==> config.mk <==
export PLATFORM = sky130hd
export DESIGN_NAME = uwoc_rx_link_ctrl
export DESIGN_NICKNAME = d
export VERILOG_FILES = /design/src/rtl/uwoc_rx_link_ctrl.sv
export SDC_FILE = /design/constraint.sdc
export NUM_CORES = 1
export LEC_CHECK = 0
export BUFFER_PORTS_ARGS = -buffer_cell sky130_fd_sc_hd__buf_4
export CAP_MARGIN = 5
export CORE_MARGIN = 2
export CORE_UTILIZATION = 64
export DETAILED_ROUTE_END_ITERATION = 8
export PLACE_DENSITY = 0.85
export SLEW_MARGIN = 20
export SYNTH_ARGS = -nofsm -noshare
export SYNTH_HDL_FRONTEND = slang
export SYNTH_SLANG_ARGS = --single-unit
==> constraint.sdc <==
create_clock -name clk_130M -period 4.5 [get_ports clk_130M]
set_input_delay 0.9 -clock clk_130M [delete_from_list [all_inputs] [get_ports clk_130M]]
set_output_delay 0.9 -clock clk_130M [all_outputs]
set_load 0.05 [all_outputs]
==> src/rtl/uwoc_rx_link_ctrl.sv <==
// Link bring-up controller for the UWOC receive chain: arms the RX front end, kicks sync,
// watches lock/frame status, retries with rate fallback and reports link state.
module uwoc_rx_link_ctrl #(
    parameter int MAX_RETRY     = 3,
    parameter int GAP_CYCLES    = 16,
    parameter int LOCK_TIMEOUT  = 32768,
    parameter int FRAME_TIMEOUT = 131072
) (
    input  logic       clk_130M,
    input  logic       rst_n,
    input  logic       ctrl_go,
    input  logic       ctrl_abort,
    input  logic [2:0] cfg_rate_init,
    input  logic       cfg_auto_fallback,
    input  logic       sync_locked,
    input  logic       frame_sync_ok,
    input  logic       frame_sync_fail,
    output logic       rx_en,
    output logic       rx_start,
    output logic [2:0] rate_sel,
    output logic       busy,
    output logic       link_up,
    output logic       link_fail,
    output logic [3:0] retry_cnt,
    output logic [2:0] st_dbg
);

    typedef enum logic [2:0] {
        S_IDLE       = 3'd0,
        S_ARM        = 3'd1,
        S_START      = 3'd2,
        S_WAIT_LOCK  = 3'd3,
        S_WAIT_FRAME = 3'd4,
        S_UP         = 3'd5,
        S_BACKOFF    = 3'd6,
        S_FAIL       = 3'd7
    } state_t;

    localparam logic [31:0] GAP_LAST   = 32'(GAP_CYCLES - 1);
    localparam logic [31:0] LOCK_LAST  = 32'(LOCK_TIMEOUT - 1);
    localparam logic [31:0] FRAME_LAST = 32'(FRAME_TIMEOUT - 1);
    localparam logic [3:0]  RETRY_LIM  = 4'(MAX_RETRY);

    state_t      state, state_nxt;
    logic [31:0] timer, timer_nxt;
    logic [3:0]  retry_nxt;
    logic [2:0]  rate_nxt;
    logic        attempt_fail;

    always_comb begin
        state_nxt    = state;
        retry_nxt    = retry_cnt;
        rate_nxt     = rate_sel;
        attempt_fail = 1'b0;
        if (ctrl_abort) begin
            state_nxt = S_IDLE;
        end else begin
            case (state)
                S_IDLE, S_FAIL: begin
                    if (ctrl_go) begin
                        state_nxt = S_ARM;
                        rate_nxt  = (cfg_rate_init <= 3'd5) ? cfg_rate_init : 3'd0;
                        retry_nxt = 4'd0;
                    end
                end
                S_ARM:   if (timer == GAP_LAST) state_nxt = S_START;
                S_START: state_nxt = S_WAIT_LOCK;
                S_WAIT_LOCK: begin
                    if (sync_locked)              state_nxt = S_WAIT_FRAME;
                    else if (timer == LOCK_LAST)  attempt_fail = 1'b1;
                end
                // Explicit failure indications outrank frame_sync_ok; ok outranks timeout.
                S_WAIT_FRAME: begin
                    if (frame_sync_fail || !sync_locked) attempt_fail = 1'b1;
                    else if (frame_sync_ok)              state_nxt = S_UP;
                    else if (timer == FRAME_LAST)        attempt_fail = 1'b1;
                end
                S_UP: begin
                    if (!sync_locked) begin
                        state_nxt = S_BACKOFF;
                        retry_nxt = 4'd0;
                    end
                end
                S_BACKOFF: begin
                    if (timer == GAP_LAST) begin
                        if (retry_cnt < RETRY_LIM) begin
                            state_nxt = S_ARM;
                        end else if (cfg_auto_fallback && rate_sel != 3'd0) begin
                            state_nxt = S_ARM;
                            rate_nxt  = rate_sel - 3'd1;
                            retry_nxt = 4'd0;
                        end else begin
                            state_nxt = S_FAIL;
                        end
                    end
                end
                default: state_nxt = S_IDLE;
            endcase
            if (attempt_fail) begin
                state_nxt = S_BACKOFF;
                retry_nxt = (retry_cnt == 4'd15) ? 4'd15 : retry_cnt + 4'd1;
            end
        end
    end

    always_comb begin
        timer_nxt = 32'd0;
        if (state_nxt == state &&
            (state == S_ARM || state == S_BACKOFF || state == S_WAIT_LOCK || state == S_WAIT_FRAME))
            timer_nxt = timer + 32'd1;
    end

    // Outputs are decoded from the next state so they register alongside it.
    always_ff @(posedge clk_130M or negedge rst_n) begin
        if (!rst_n) begin
            state     <= S_IDLE;
            timer     <= 32'd0;
            retry_cnt <= 4'd0;
            rate_sel  <= 3'd0;
            rx_en     <= 1'b0;
            rx_start  <= 1'b0;
            busy      <= 1'b0;
            link_up   <= 1'b0;
            link_fail <= 1'b0;
        end else begin
            state     <= state_nxt;
            timer     <= timer_nxt;
            retry_cnt <= retry_nxt;
            rate_sel  <= rate_nxt;
            rx_en     <= (state_nxt == S_ARM) || (state_nxt == S_START) ||
                         (state_nxt == S_WAIT_LOCK) || (state_nxt == S_WAIT_FRAME) ||
                         (state_nxt == S_UP);
            rx_start  <= (state_nxt == S_START);
            busy      <= (state_nxt != S_IDLE) && (state_nxt != S_FAIL);
            link_up   <= (state_nxt == S_UP);
            link_fail <= (state_nxt == S_FAIL);
        end
    end

    assign st_dbg = state;

endmodule

==> results of run 1 <==
==> cell type report <==
cell class | count | share of cell area
clock inverters | 3 | 0.0148
well taps | 52 | 0.0209
inverters | 9 | 0.0108
multi-input cells | 217 | 0.489
flip-flops and latches | 47 | 0.377
clock buffers | 5 | 0.0221
repair buffers | 27 | 0.0650
==> worst min path at each step <==
stage,start,to,cells past startpoint
finish,timer[0],timer[0],1
global route,timer[0],timer[0],1
CTS,timer[0],timer[0],1
detailed placement,timer[0],timer[0],1
global placement,timer[0],timer[0],1
floorplan,timer[0],timer[0],1
==> report_power, final <==
part | internal, mW | switching, mW | total, mW
registers | 0.446 | 0.0312 | 0.478
clock network | 0.167 | 0.150 | 0.318
logic | 0.0941 | 0.227 | 0.321
total | 0.708 | 0.408 | 1.12
==> flip-flops by register name (all words and copies together) (netlist names) <==
signal and flops:
st_dbg 3, link_fail 1, timer 32, rx_start 1
link_up 1, rate_sel 3, busy 1, retry_cnt 4
rx_en 1
==> layout by cell type (no fill, tap or decap), drive strengths merged, types with 5 or more instances in the layout <==
cell type,Yosys,routed
nor3,35,35
o21ai,12,12
a21oi,9,9
nand4,10,10
and4,6,6
xor2,20,20
nor4,5,5
xnor2,10,10
and3,9,9
nand2,24,24
dfrtp,47,47
and2,5,5
clkbuf,4,5
nor2,16,16
buf,9,27
nand3,14,14
inv,9,10
==> metrics by stage <==
| step | utilization | cell area (um^2) | setup slack, ns | std cells |
|---|---|---|---|---|
| detailed placement | 0.699 | 3000 | 1.22 | 352 |
| global route | 0.726 | 3120 | 1.38 | 360 |
| CTS | 0.726 | 3120 | 1.54 | 360 |
| finish | 0.726 | 3120 | 1.54 | 360 |
| floorplan | - | 2820 | 1.92 | 286 |
| global placement | 0.699 | 3000 | 1.25 | 352 |
==> logic make-up after synthesis <==
kind of cell | count (synthesis)
DFF | 47
AOI/OAI and AO/OA | 38
adders and majority gates | 4
buffers and inverters | 22
and+or+nand+nor | 145
xor gates and xnor gates | 30
==> metal layers <==
metal / vias to the layer above / wire length [um]
li1: 1062 / -
met5: - / 0
met1: 1045 / 2380
met4: 0 / 54
met2: 61 / 2480
met3: 5 / 291
==> worst max-delay path: stages, from the launching register on <==
cell	delay, ns
dfrtp_1	0.42
ha_1	0.23
and3_1	0.23
and4_1	0.20
and3_2	0.25
a211oi_1	0.30
o21ai_0	0.22
a22oi_4	0.60
buf_4	0.31
nor3_2	0.06
==> qor_table.md, run 1 <==
| Stage | Result | Value |
| --- | --- | --- |
| synth | Multiplexer fraction of the synthesized cell area | 0 |
| critical path | Reg-to-Reg End | timer[19] |
| synth | Number of register bits inferred by synthesis | 47 |
| sta | Worst Tran Pin Value | 0.880 ns |
| sta | Tightest hold margin | 0.507 ns |
| layout | Multi-input gate area | 0.00153 mm^2 |
| critical path | Startpoint type of the worst setup path | flip-flop |
| critical path | Required time worst endpoint | 4.66 ns |
| flow run | Max-cap violation count | 0 |
| cts | Post-CTS resize count | 0 |
| pwr | PD cells | 358 mW/mm^2 |
| die | Site row count | 24 |
| synth | Cell taking the most area after synthesis | dfrtp_1 |
| critical path | Count of cells along the worst register-to-register path | 9 |
| pwr | Power Total | 1.12 mW |
| layout | Area added between synthesis and finish | 10.5% |
| sta | Hold Vio Cnt, Final | 0 |
| sta | Final setup violation count | 0 |
| synth | Xor/xnor share of the synthesized area | 0.0931 |
| cts | Number of buffers on the longest clock path | 2 |
| synth | Number of synthesized flops with an enable pin | 0 |
| synth | Number of unique standard cell types used by synthesis | 47 |
| layout | Final net count | 322 |
| pwr | Leak pwr | 1.29 nW |
| sta | Final Max Slew Viols | 0 |
| routing | Mean routed wirelength per cell | 14.5 um |
| synth | Asr flop ratio synth | 1.00 |
| critical path | Slack of the worst reg-to-reg path | 1.54 ns |
| die | Core ar. | 0.00429 mm^2 |
| sta | Slew margin rel. | 0.413 |
| cts | # hold bufs at CTS | 0 |
| layout | Proportion of layout cells with a drive suffix above 1 | 0.237 |
| synth | Synthesized-area fraction occupied by ao, oa, aoi and oai cells | 0.0931 |
| cts | Number of H-tree branching levels | 2 |
| die | Initial Utilization | 0.657 |
| cts | Number of buffers inserted to repair setup after CTS | 0 |
| global routing | Via count of the first global-routing pass | 1972 |
| global routing | Routing usage on met1 | 0.276 |
| global routing | GRT met3 Usage | 0.0505 |
| sta | Minimum clock period | 2.96 ns |
| synth | Mean instance size in the synthesized netlist | 9.87 um^2 |
| routing | Wirelength, routed | 5.21 mm |
| cts | TritonCTS buffer count | 5 |
| global routing | All-layer global routing usage | 0.219 |
| routing | DRC violation count after routing | 0 |
| layout | ANT cells | 0 |
| synth | Primary FF master, synth | dfrtp_1 |
| layout | Total of fill cells in the finished design | 322 |
| routing | Final antenna-violating net count | 0 |
| pwr | Maximum resistive drop on vdd | 0.000206 V |
| sta | Maximum clock frequency | 0.338 GHz |
| cts | Number of clock sinks seen by CTS | 47 |
| critical path | Reg-to-Reg Start | timer[0] |
| critical path | Arrival time at the worst endpoint | 3.12 ns |
| die | Full die area | 0.00496 mm^2 |
| critical path | Critical path endpoint | timer[19] |
| global routing | Initial antenna violation count | 0 |
| global routing | Busiest layer in global routing | met2 |
| synth | Sequential cell area fraction in the yosys report | 0.417 |
| routing | Ratio of routed vias to standard cells | 6.04 |
| synth | YS warnings | 0 |
| cts | Clock transition at path regs | 0.09 ns |
| critical path | Crit end category | flip-flop |
| placed design | Number of port buffers | 25 |
| die | I/O pin total | 26 |
| synth | Most used standard cells in the synthesized netlist | dfrtp_1, nor3_2, nand2_1 |
| global routing | Total overflow reported by the global router | 0 |
| synth | Top post-synthesis cells by area | dfrtp_1, nor3_2, xor2_1, nand2_1, xnor2_1 |
| placed design | HPWL reported at the end of detailed placement | 3.69 mm |
| global routing | Largest net degree at the start of global routing | 48 |
| cts | Clock network latency to the later pin of the worst-skew pair | 0.30 ns |
| synth | Synth Instances | 286 |
| cts | Clock tree root driver cell | clkbuf_8 |
| synth | Main combinational cell family by area after synthesis | simple AND/OR/NAND/NOR gates |
| critical path | Timing startpoint of the critical path | timer[0] |
| sta | Clk_skew | 0.00704 ns |
| die | Die extent in y | 70.4 um |
| routing | Drt first pass iters | 4 |
| routing | DR vias | 2173 |
| sta | Setup repair after global routing missed its margin | no |
| die | Width of the die | 70.4 um |
| sta | Sum of negative setup slack | 0 ns |
| global routing | Global-route met2 utilization | 0.373 |
| synth | Area share of the largest cell type after synthesis | 0.417 |
| sta | Share of the clock period used by the worst path after layout | 0.658 |
| hold path | Classification of the worst-slack hold path | reg -> reg |
| synth | Most frequent cell after synthesis | dfrtp_1 |
| routing | Violation count after the first detailed-routing iteration | 162 |
| synth | Adder and majority cell fraction of the synthesized area | 0.0177 |
| critical path | Maximum fanout count along the critical path | 19 |
| cts | TritonCTS clock tree | done |
| critical path | Classification of the worst setup path | reg -> reg |
| synth | Number of nets produced by synthesis | 301 |
| global routing | First-pass GRT wire length | 8.72 mm |
| synth | Total standard cell area after synthesis | 0.00282 mm^2 |
| run status | Status | finished clean |
| layout | Register Area | 0.00118 mm^2 |
| synth | Simple-gate portion of the synthesized area | 0.337 |
| placed design | Global placement routability congestion | 0.833 |
Power figures use the tool's default switching activity.
==> run 2, diff against run 1 <==
--- a/config.mk
+++ b/config.mk
@@ -5,12 +5,13 @@
 export SDC_FILE = /design/constraint.sdc
 export NUM_CORES = 1
 export LEC_CHECK = 0
+export ABC_AREA = 1
 export BUFFER_PORTS_ARGS = -buffer_cell sky130_fd_sc_hd__buf_4
 export CAP_MARGIN = 5
 export CORE_MARGIN = 2
-export CORE_UTILIZATION = 64
+export CORE_UTILIZATION = 54
 export DETAILED_ROUTE_END_ITERATION = 8
-export PLACE_DENSITY = 0.85
+export PLACE_DENSITY = 0.76
 export SLEW_MARGIN = 20
 export SYNTH_ARGS = -nofsm -noshare
 export SYNTH_HDL_FRONTEND = slang
==> constraint.sdc (replaced) <==
create_clock -name clk_130M -period 2.5 [get_ports clk_130M]
set_input_delay 0.5 -clock clk_130M [delete_from_list [all_inputs] [get_ports clk_130M]]
set_output_delay 0.5 -clock clk_130M [all_outputs]
set_load 0.05 [all_outputs]
==> run 2 against run 1 <==
Against the previous run: synthesized cell count rose by 43%; clock skew rose by 0.0021 ns; highest routed layer unchanged; critical endpoint is now timer[9]; wire length increased by 22%; via count increased by 19%; largest power group unchanged; clock-buffer cell count increased by 1; sequential cell count stayed put; non-clock buffer count rose by 9; combinational power decreased by 21%.
==> qor_table.md, run 2 <==
| Stage | Result | Value |
| --- | --- | --- |
| die | Width of the die | 81.2 um |
| synth | Cell taking the most area after synthesis | dfrtp_1 |
| run status | Status | finished clean |
| routing | Violation count after the first detailed-routing iteration | 118 |
| sta | Final Max Slew Viols | 0 |
| synth | Number of register bits inferred by synthesis | 47 |
| cts | TritonCTS buffer count | 5 |
| cts | Number of H-tree branching levels | 2 |
| placed design | Total placed instance area | 0.00351 mm^2 |
| sta | Slew margin rel. | 0.608 |
| layout | Final net count | 460 |
| routing | Drt first pass iters | 5 |
| global routing | Total overflow reported by the global router | 0 |
| sta | Worst Tran Pin Value | 0.588 ns |
| routing | Mean routed wirelength per cell | 12.2 um |
| die | I/O pin total | 26 |
| global routing | Initial antenna violation count | 0 |
| critical path | Max stage delay on crit path | 0.39 ns |
| synth | Most used standard cells in the synthesized netlist | nand2_1, inv_1, nor2_1 |
| routing | DRC violation count after routing | 0 |
| routing | Ratio of routed vias to standard cells | 4.96 |
| sta | Hold Vio Cnt, Final | 0 |
| pwr | Sequential share of power | 0.490 |
| synth | Synth Instances | 408 |
| layout | Register bank with the most flops | timer |
| flow run | Max-cap violation count | 0 |
| synth | Most frequent cell after synthesis | nand2_1 |
| layout | Flip-flop count of the largest register, all copies and words added | 32 |
| critical path | Slowest library cell on the worst path | dfrtp_1 |
| pwr | Maximum resistive drop on vdd | 0.000404 V |
| pwr | Reported net switching power | 427 uW |
| critical path | Crit end category | flip-flop |
| critical path | Maximum fanout count along the critical path | 9 |
| layout | Proportion of layout cells with a drive suffix above 1 | 0.233 |
| cts | Number of clock sinks seen by CTS | 47 |
| pwr | PD cells | 439 mW/mm^2 |
| synth | Area share of the largest cell type after synthesis | 0.366 |
| sta | Clk_skew | 0.00912 ns |
| synth | Number of nets produced by synthesis | 423 |
| pwr | Switching Share | 0.265 |
| die | Die extent in y | 81.2 um |
| layout | Number of standard cells in the layout, taps in and fillers out | 521 |
| die | Site row count | 28 |
| layout | Final standard cell area without fillers | 0.00367 mm^2 |
| synth | Asr flop ratio synth | 1.00 |
| pwr | Part of the power in the clock network | 0.352 |
| layout | ANT cells | 0 |
| routing | DR vias | 2583 |
| layout | Area added between synthesis and finish | 14.2% |
| global routing | Via count of the first global-routing pass | 2530 |
| cts | # hold bufs at CTS | 0 |
| critical path | Arrival time at the worst endpoint | 2.49 ns |
| sta | Minimum clock period | 2.31 ns |
| global routing | Largest net degree at the start of global routing | 48 |
| critical path | Category of cells accounting for the largest share of critical-path delay | simple AND/OR/NAND/NOR gates |
| die | Core ar. | 0.00585 mm^2 |
| placed design | Global placement routability congestion | 0.981 |
| critical path | Required time worst endpoint | 2.68 ns |
| layout | Most frequent standard cell in the layout excluding fill and tap cells | nand2_1 |
| sta | Sum of negative setup slack | 0 ns |
| die | Initial Utilization | 0.549 |
| routing | Final antenna-violating net count | 0 |
| sta | Share of the clock period used by the worst path after layout | 0.924 |
| global routing | All-layer global routing usage | 0.212 |
| pwr | Leak pwr | 1.66 nW |
| synth | Number of synthesized flops with an enable pin | 0 |
| critical path | CP Cell Sequence | ha_2 > nand2_2 > nor2_4 > nand2_4 > nor3_2 > nand4_1 > nand2_4 > nor2_2 > nand2_4 > nand2_2 > nand2_1 > nand2_2 > nand3_4 > buf_12 > nor2_4 |
| routing | Wirelength, routed | 6.37 mm |
| synth | Sequential cell area fraction in the yosys report | 0.366 |
| global routing | First-pass GRT wire length | 11.0 mm |
| synth | Primary FF master, synth | dfrtp_1 |
| critical path | Bufs and invs on worst path | 1 |
| synth | Number of unique standard cell types used by synthesis | 29 |
| synth | Total standard cell area after synthesis | 0.00321 mm^2 |
| pwr | Cell-internal power | 1.19 mW |
| critical path | Startpoint type of the worst setup path | flip-flop |
| layout | Final design utilization | 0.628 |
| sta | Final setup violation count | 0 |
| cts | Clock tree root driver cell | clkbuf_8 |
| cts | Clock transition at path regs | 0.09 ns |
| hold path | Classification of the worst-slack hold path | in -> async |
| die | Full die area | 0.00659 mm^2 |
| layout | Highest-count cells in the layout ignoring fill and taps | nand2_1, inv_1, nor2_1 |
| sta | Maximum clock frequency | 0.433 GHz |
| placed design | Number of port buffers | 25 |
| synth | Top post-synthesis cells by area | dfrtp_1, nor2_4, nand2_1, xor2_1, inv_1 |
| cts | TritonCTS clock tree | done |
| critical path | Classification of the worst setup path | reg -> reg |
| cts | Number of buffers on the longest clock path | 2 |
| synth | YS warnings | 0 |
| cts | Clock network latency to the later pin of the worst-skew pair | 0.29 ns |
| placed design | Cells after DPL | 509 |
| pwr | Share of power burned in combinational logic | 0.158 |
| placed design | HPWL reported at the end of detailed placement | 4.98 mm |
| layout | Leading registers by flop count | timer x32, retry_cnt x4 |
| synth | Mean instance size in the synthesized netlist | 7.88 um^2 |
[run 2: cell count changes after synthesis, sizes merged, moves of 5 or more]
cell	previous run	this run
xor2	20	25
nand2	24	92
a21oi	9	3
inv	9	63
nor2	16	88
and4	6	0
nand3	14	31
nor3	35	13
xnor2	10	3
and2	5	0
and3	9	1
[run 2: cells by family after synthesis]
| family | after synthesis | synth area share |
|---|---|---|
| and+or+nand+nor | 240 | 0.412 |
| buffers and inverters | 69 | 0.0969 |
| DFF | 47 | 0.366 |
| xor gates and xnor gates | 28 | 0.0763 |
| AOI/OAI and AO/OA | 20 | 0.0335 |
| adders and majority gates | 4 | 0.0156 |
[run 2: worst paths after layout]
| kind | start | endpoint | slack (ns) | cells past startpoint |
|---|---|---|---|---|
| setup / recovery | timer[0] | timer[9] | 0.19 | 15 |
| hold / removal | rst_n | rate_sel[0] | 0.19 | 1 |
| setup reg to reg | timer[0] | timer[9] | 0.19 | 15 |
| hold reg to reg | timer[0] | timer[0] | 0.48 | 1 |
| max in group asynchronous | rst_n | retry_cnt[1] | 1.89 | 1 |
| min in group clk_130M | timer[0] | timer[0] | 0.48 | 1 |
[run 2: power by group through the flow]
stage	Combinational, mW	Clock, mW	Sequential (mW)
6_report	0.255	0.568	0.790
5_1_grt	0.280	0.617	0.793
4_1_cts	0.253	0.589	0.789
3_5_place_dp	0.252	0	0.805
3_3_place_gp	0.250	0	0.804
2_1_floorplan	0.114	0	0.860
[run 2: worst register-to-register path: stages, from the launching register on]
cell,delay [ns]
dfrtp_1,0.39
ha_2,0.23
nand2_2,0.08
nor2_4,0.13
nand2_4,0.08
nor3_2,0.19
nand4_1,0.22
nand2_4,0.15
nor2_2,0.06
nand2_4,0.08
nand2_2,0.06
nand2_1,0.07
nand2_2,0.06
nand3_4,0.16
buf_12,0.19
nor2_4,0.04
[run 2: area by class of cell]
class,instances,area [um^2]
clock inverter,2,35.0
multi-input combinational,292,1740
sequential,47,1180
timing repair buffer,36,312
tap,75,93.8
clock buffer,6,82.6
fill,507,2180
inverter,63,236
[run 2: repair_timing]
| item | 4_1_cts | 5_1_grt |
|---|---|---|
| setup buffers | 0 | 4 |
| gates resized for setup | 0 | 4 |
| endpoints found under the setup margin | 0 | 29 |
[run 2: per-layer routing]
metal  global-route usage  share of wire  vias to the layer above
met4               0.0593          0.018                        0
met3               0.0356          0.036                       14
met5                    0              0                        -
met2                0.355           0.48                       60
li1                     -              -                     1336
met1                0.283           0.47                     1173
[run 2: per-stage QoR]
stage          power, mW  worst slack [ns]  hold slack (ns)
6_report            1.61             0.191            0.190
5_1_grt             1.69           -0.0276            0.253
4_1_cts             1.63            0.0929            0.222
3_5_place_dp        1.06             0.120            0.465
3_3_place_gp        1.05             0.199            0.445
2_1_floorplan      0.973             0.207            0.204
